--- config.mk ---
export PLATFORM = sky130hd
export DESIGN_NAME = gf180mcu_fd_sc_mcu9t5v0__latq_rf
export DESIGN_NICKNAME = d
export VERILOG_FILES = /design/src/rtl/gf180mcu_fd_sc_mcu9t5v0__latq_rf.sv
export SDC_FILE = /design/constraint.sdc
export NUM_CORES = 1
export LEC_CHECK = 0
export ABC_AREA = 0
export ABC_CLOCK_PERIOD_IN_PS = 2400
export CORE_MARGIN = 2
export CORE_UTILIZATION = 55
export CTS_CLUSTER_DIAMETER = 60
export CTS_CLUSTER_SIZE = 40
export DETAILED_ROUTE_END_ITERATION = 10
export PLACE_DENSITY = 0.85
export SYNTH_ARGS = -nofsm -noshare
export SYNTH_HDL_FRONTEND = slang
export SYNTH_SLANG_ARGS = --single-unit
--- constraint.sdc ---
create_clock -name CLK -period 2.4 [get_ports CLK]
set_input_delay 0.48 -clock CLK [delete_from_list [all_inputs] [get_ports CLK]]
set_output_delay 0.48 -clock CLK [all_outputs]
set_load 0.005 [all_outputs]
--- src/rtl/gf180mcu_fd_sc_mcu9t5v0__latq_rf.sv ---
// Latch-based register file: DEPTH x WIDTH words, registered write request, gated word latches, async read.
// Optional parity bit per word and PERR output when LATQ_RF_PARITY_EN is defined.
module gf180mcu_fd_sc_mcu9t5v0__latq_rf #(
  parameter int WIDTH = 8,
  parameter int DEPTH = 16,
  localparam int AW = $clog2(DEPTH)
) (
  input  logic             CLK,
  input  logic             RST,
  input  logic             WE,
  input  logic [AW-1:0]    WA,
  input  logic [WIDTH-1:0] D,
  input  logic [AW-1:0]    RA,
  output logic [WIDTH-1:0] Q
`ifdef LATQ_RF_PARITY_EN
  ,
  output logic             PERR
`endif
);

  logic             we_q;
  logic [AW-1:0]    wa_q;
  logic [WIDTH-1:0] d_q;
  logic [WIDTH-1:0] d_l;
  logic [WIDTH-1:0] rd [DEPTH];
`ifdef LATQ_RF_PARITY_EN
  logic             par_l;
  logic             rd_p [DEPTH];
`endif

  // Stage 1: request flops
  always_ff @(posedge CLK or posedge RST) begin
    if (RST) begin
      we_q <= 1'b0;
      wa_q <= '0;
      d_q  <= '0;
    end else begin
      we_q <= WE;
      if (WE) begin
        wa_q <= WA;
        d_q  <= D;
      end
    end
  end

  // Stage 2: low-phase data latch keeps write data stable while the word latch is open,
  // even if a back-to-back request reloads d_q on the same rising edge.
  always_latch begin
    if (RST)       d_l <= '0;
    else if (!CLK) d_l <= d_q;
  end

`ifdef LATQ_RF_PARITY_EN
  always_latch begin
    if (RST)       par_l <= 1'b0;
    else if (!CLK) par_l <= ^d_q;
  end
`endif

  // Storage: per-word enable latch, clock gate and word latch
  for (genvar i = 0; i < DEPTH; i++) begin : g_word
    logic             en_l;
    logic             g;
    logic [WIDTH-1:0] data;

    always_latch begin
      if (RST)       en_l <= 1'b0;
      else if (!CLK) en_l <= we_q && (wa_q == AW'(i));
    end

    assign g = CLK & en_l;

    always_latch begin
      if (RST)    data <= '0;
      else if (g) data <= d_l;
    end

    assign rd[i] = data;

`ifdef LATQ_RF_PARITY_EN
    logic par;

    always_latch begin
      if (RST)    par <= 1'b0;
      else if (g) par <= par_l;
    end

    assign rd_p[i] = par;
`endif
  end

  // Read: out-of-range addresses match no word and return zero
  always_comb begin
    Q = '0;
    for (int i = 0; i < DEPTH; i++) begin
      if (RA == AW'(i)) Q = rd[i];
    end
  end

`ifdef LATQ_RF_PARITY_EN
  always_comb begin
    PERR = 1'b0;
    for (int i = 0; i < DEPTH; i++) begin
      if (RA == AW'(i)) PERR = ^{rd[i], rd_p[i]};
    end
  end
`endif

endmodule
==> results of run 1 <==
through the flow:
step	cell area, µm²	setup TNS [ps]	worst slack (ps)	hold WS, ps	instances
2_1_floorplan	4700	-9340	-212	-206	486
3_3_place_gp	5480	-63950	-1020	248	648
3_5_place_dp	5480	-66800	-1090	248	648
4_1_cts	6880	-2960	-717	163	741
logic make-up after synthesis:
kind of cell | after synthesis
DFF | 13
latches | 152
muxes | 37
buffers and inverters | 43
AOI/OAI and AO/OA | 96
and+or+nand+nor | 145
synthesized netlist by cell type, drive strengths merged (8+ instances only):
cell / count / area share (%)
o211ai: 8 / 1.3
dlxtp: 152 / 49
buf: 21 / 2.7
mux2: 18 / 4.3
a21oi: 14 / 1.5
inv: 12 / 0.97
dfrtp: 13 / 7.0
nor2: 24 / 2.1
nor2b: 22 / 3.0
mux2i: 13 / 2.8
o21ai: 23 / 2.5
clkbuf: 10 / 0.80
nand2b: 14 / 1.9
nor3: 12 / 1.4
nand2: 55 / 4.4
layer usage:
metal,overflow,GRT usage [%]
met1,0,51.4
met2,1,75.8
met3,0,36.4
met4,1,54.6
met5,0,11.9
timing repair:
| item | in CTS |
|---|---|
| buffers inserted | 12 |
| endpoints found under the setup margin | 8 |
| endpoints found under the hold margin | 1 |
| cloned | 8 |
| pin swaps | 28 |
| resized for setup | 93 |
| hold buffers | 1 |
==> results_dict.tcl, run 1 <==
set metrics [dict create \
    status "did not finish" \
    lastStage "5_1_grt" \
    tool.error "[ERROR GRT-0232] Routing congestion too high. Check the congestion heatmap in the GUI." \
    yosysUniqueCellTypes 51 \
    synth-xor-area-share_pct 0 \
    synth_top_family_by_area "simple AND/OR/NAND/NOR gates" \
    portBuffers 26 \
    synth_edf_count 0 \
    async_flop_share_pct 7.88 \
    syn_inst 486 \
    synth_compound_area_share_pct 14.4 \
    ys_ff_latch 165 \
    synthAdderAreaFrac_pct 0 \
    start_util_pct 56.8 \
    hpwl_um 8380 \
    overflow 2 \
    syn-mean-instance-area_um2 9.60 \
    yosysWarnings 0 \
    rows 33 \
    ys.flop_type "dlxtp_1" \
    synthSimpleGateAreaFrac_pct 15.2 \
    endpoint_type "output port" \
    die_h_um 96.1 \
    grt_use_total_pct 54.6 \
    grt_start_max_net_pins 23 \
    num_io_pins 27 \
    worst_endpoint "Q[1]" \
    dieWidth_um 96.1 \
    gp_congestion 0.934 \
    synth_mux_area_share_pct 10.0 \
    syn_nets 505 \
    synth_area_um2 4660 \
]
==> inputs of run 2 (changes only) <==
CORE_UTILIZATION = 40   (was 55)
CTS_CLUSTER_DIAMETER = unset   (was 60)
CTS_CLUSTER_SIZE = unset   (was 40)
PLACE_DENSITY = unset   (was 0.85)
PLACE_DENSITY_LB_ADDON = 0.15   (was unset)
==> results_dict.tcl, run 2 <==
set metrics [dict create \
    gp_congestion 0.834 \
    largest_registers "g_word.data x128, g_word.en_l x16" \
    placed_area_um2 5470 \
    grt_use_total_pct 25.9 \
    final_cell_mix "dlxtp_1, clkbuf_16, nand2_1, buf_4, nor2_1" \
    seq_area_um2 2610 \
    powerDensity_nw_per_um2 426 \
    die_h_um 112 \
    max_stage_delay_ps 390 \
    synth.most_common_cell "dlxtp_1" \
    power.total_w 0.00321 \
    ys.flop_type "dlxtp_1" \
    crit_fanout 1 \
    top_register "g_word.data" \
    critPathKind "latch to primary output" \
    wl_um 14700 \
    portBuffers 26 \
    nets 638 \
    vdd_drop_max_mv 0.814 \
    fin_ws_ps -636 \
    synth_top_area_cell "dlxtp_1" \
    drc 0 \
    antenna_found_initial 0 \
    netlist_top_cells_count "dlxtp_1, nand2_1, nor2_1" \
    hpwl_um 8280 \
    maxSlewHeadroom_pct 60.6 \
    num_vias 4239 \
    yosysUniqueCellTypes 51 \
    num_antenna_cells 0 \
    largest_reg_flops 128 \
    worstSetupStartpoint "g_word[3].data[1]" \
    cts_tree "yes" \
    start_util_pct 40.9 \
    dieWidth_um 112 \
    multiInputGateArea_um2 2030 \
    wl_per_cell_um 19.2 \
    syn-mean-instance-area_um2 9.60 \
    via_per_inst 5.54 \
    setup_viol 8 \
    initialDrtViolationCount 456 \
    worstSetupStartpointType "latch" \
    endpoint_kind "primary output" \
    worst_path_max_delay_cell "a222oi_1" \
    reg2reg_from "wa_q[1]" \
    crit_buf_inv 1 \
    required_ps 1920 \
    holdWs_ps 90.5 \
    hold_viol 0 \
    syn_nets 505 \
    ys_top_cells_by_area "dlxtp_1, dfrtp_1, nand2_1" \
    fin_crit_sh_pct 127 \
    fill_cells 832 \
    dr.pass1.iters 5 \
    clk_latency_ps 950 \
    hold_class "input port to async pin" \
    slew_violations 0 \
    syn_inst 486 \
    p_leak_nw 3.36 \
    core_area_um2 11400 \
    fin_util_pct 66.0 \
    async_flop_share_pct 7.88 \
    arrival_ps 2560 \
    path_clk_slew_ps 50 \
    violations "negative setup slack" \
    critPathTopFamily "compound AO/OA/AOI/OAI gates" \
    antenna_left 0 \
    clock_skew_ps 162 \
    synth_top_area_share_pct 48.9 \
    grt_pass1_wl_um 23200 \
    num_io_pins 27 \
    synth_area_um2 4660 \
    setup_tns_ps -2850 \
    drive_above_1_share_pct 33.3 \
    grt_start_max_net_pins 26 \
    post-route-min-period_ps 3040 \
    crit_chain "dlxtp_1 > nand2b_1 > a211o_1 > a222oi_1 > o32ai_1 > a21oi_1 > buf_2" \
    first_global_vias 4650 \
    max_freq_mhz 329 \
    rsz0062_at_grt "yes" \
    status "finished, violations left" \
    rows 39 \
    synth_edf_count 0 \
    layout_commonest_cell "dlxtp_1" \
    tightest_slew_ps 589 \
    yosysWarnings 0 \
    post-route-cell-area_um2 7530 \
    overflow 0 \
    area_growth_pct 61.5 \
    die-area_um2 12500 \
    ys_ff_latch 165 \
    cap_viol_max_count 0 \
]
run 2: cell counts after synthesis:
No cell type changed its count.
run 2: logic make-up after synthesis:
group	Yosys count	synth area share [%]
latches	152	48.9
mux	37	10.0
compound gates	96	14.4
simple gates	145	15.2
buf+inv	43	4.48
flops	13	6.97
run 2: final cells by class:
class,count,share of cell area (%)
multi-input cells,278,27.0
well taps,143,2.38
repair buffers,95,12.6
clock buffers,69,22.6
clock inverters,3,0.150
inverters,12,0.598
flip-flops and latches,165,34.6
run 2: where the power goes:
part | internal [W] | switching (W)
Sequential | 0.000564 | 0.0000395
Combinational | 0.000271 | 0.000270
Clock | 0.00156 | 0.000504
run 2: worst paths after layout:
kind	end	slack, ps	cells past startpoint
worst max-delay path	Q[1]	-640	7
worst min-delay path	d_q[6]	90	5
worst max register to register	g_word[0].en_l	170	2
worst min register to register	g_word[6].data[3]	400	2
max in group gated	clock gate	470	0
max in group asynchronous	wa_q[3]	2120	5
min in group gated	clock gate	120	6
min in group CLK	d_l[1]	160	4
run 2: per-layer routing:
metal	vias to the layer above	GRT usage, %	wire length (µm)
li1	1974	-	-
met1	2026	25.7	5720
met2	178	39.0	7280
met3	61	15.8	1170
met4	0	20.7	519
met5	-	0	0
run 2: per-stage QoR:
step | worst slack, ps | std cells
2_1_floorplan | -212 | 486
3_3_place_gp | -997 | 679
3_5_place_dp | -1040 | 679
4_1_cts | -626 | 764
5_1_grt | -701 | 765
6_report | -636 | 765
run 2: worst reg2reg max path: stages, from the launching register on:
cell and delay, ps:
dfrtp_1 400, or3_1 450, nor3_1 170
run 2: what timing repair did:
item	CTS	global route
pin swaps	23	9
buffers inserted	7	1
hold buffers	1	0
hold endpoints to repair	1	0
gates cloned	5	0
gates resized for setup	89	11
setup endpoints to repair	8	8
Note: power is estimated with default switching activity, not from simulation.
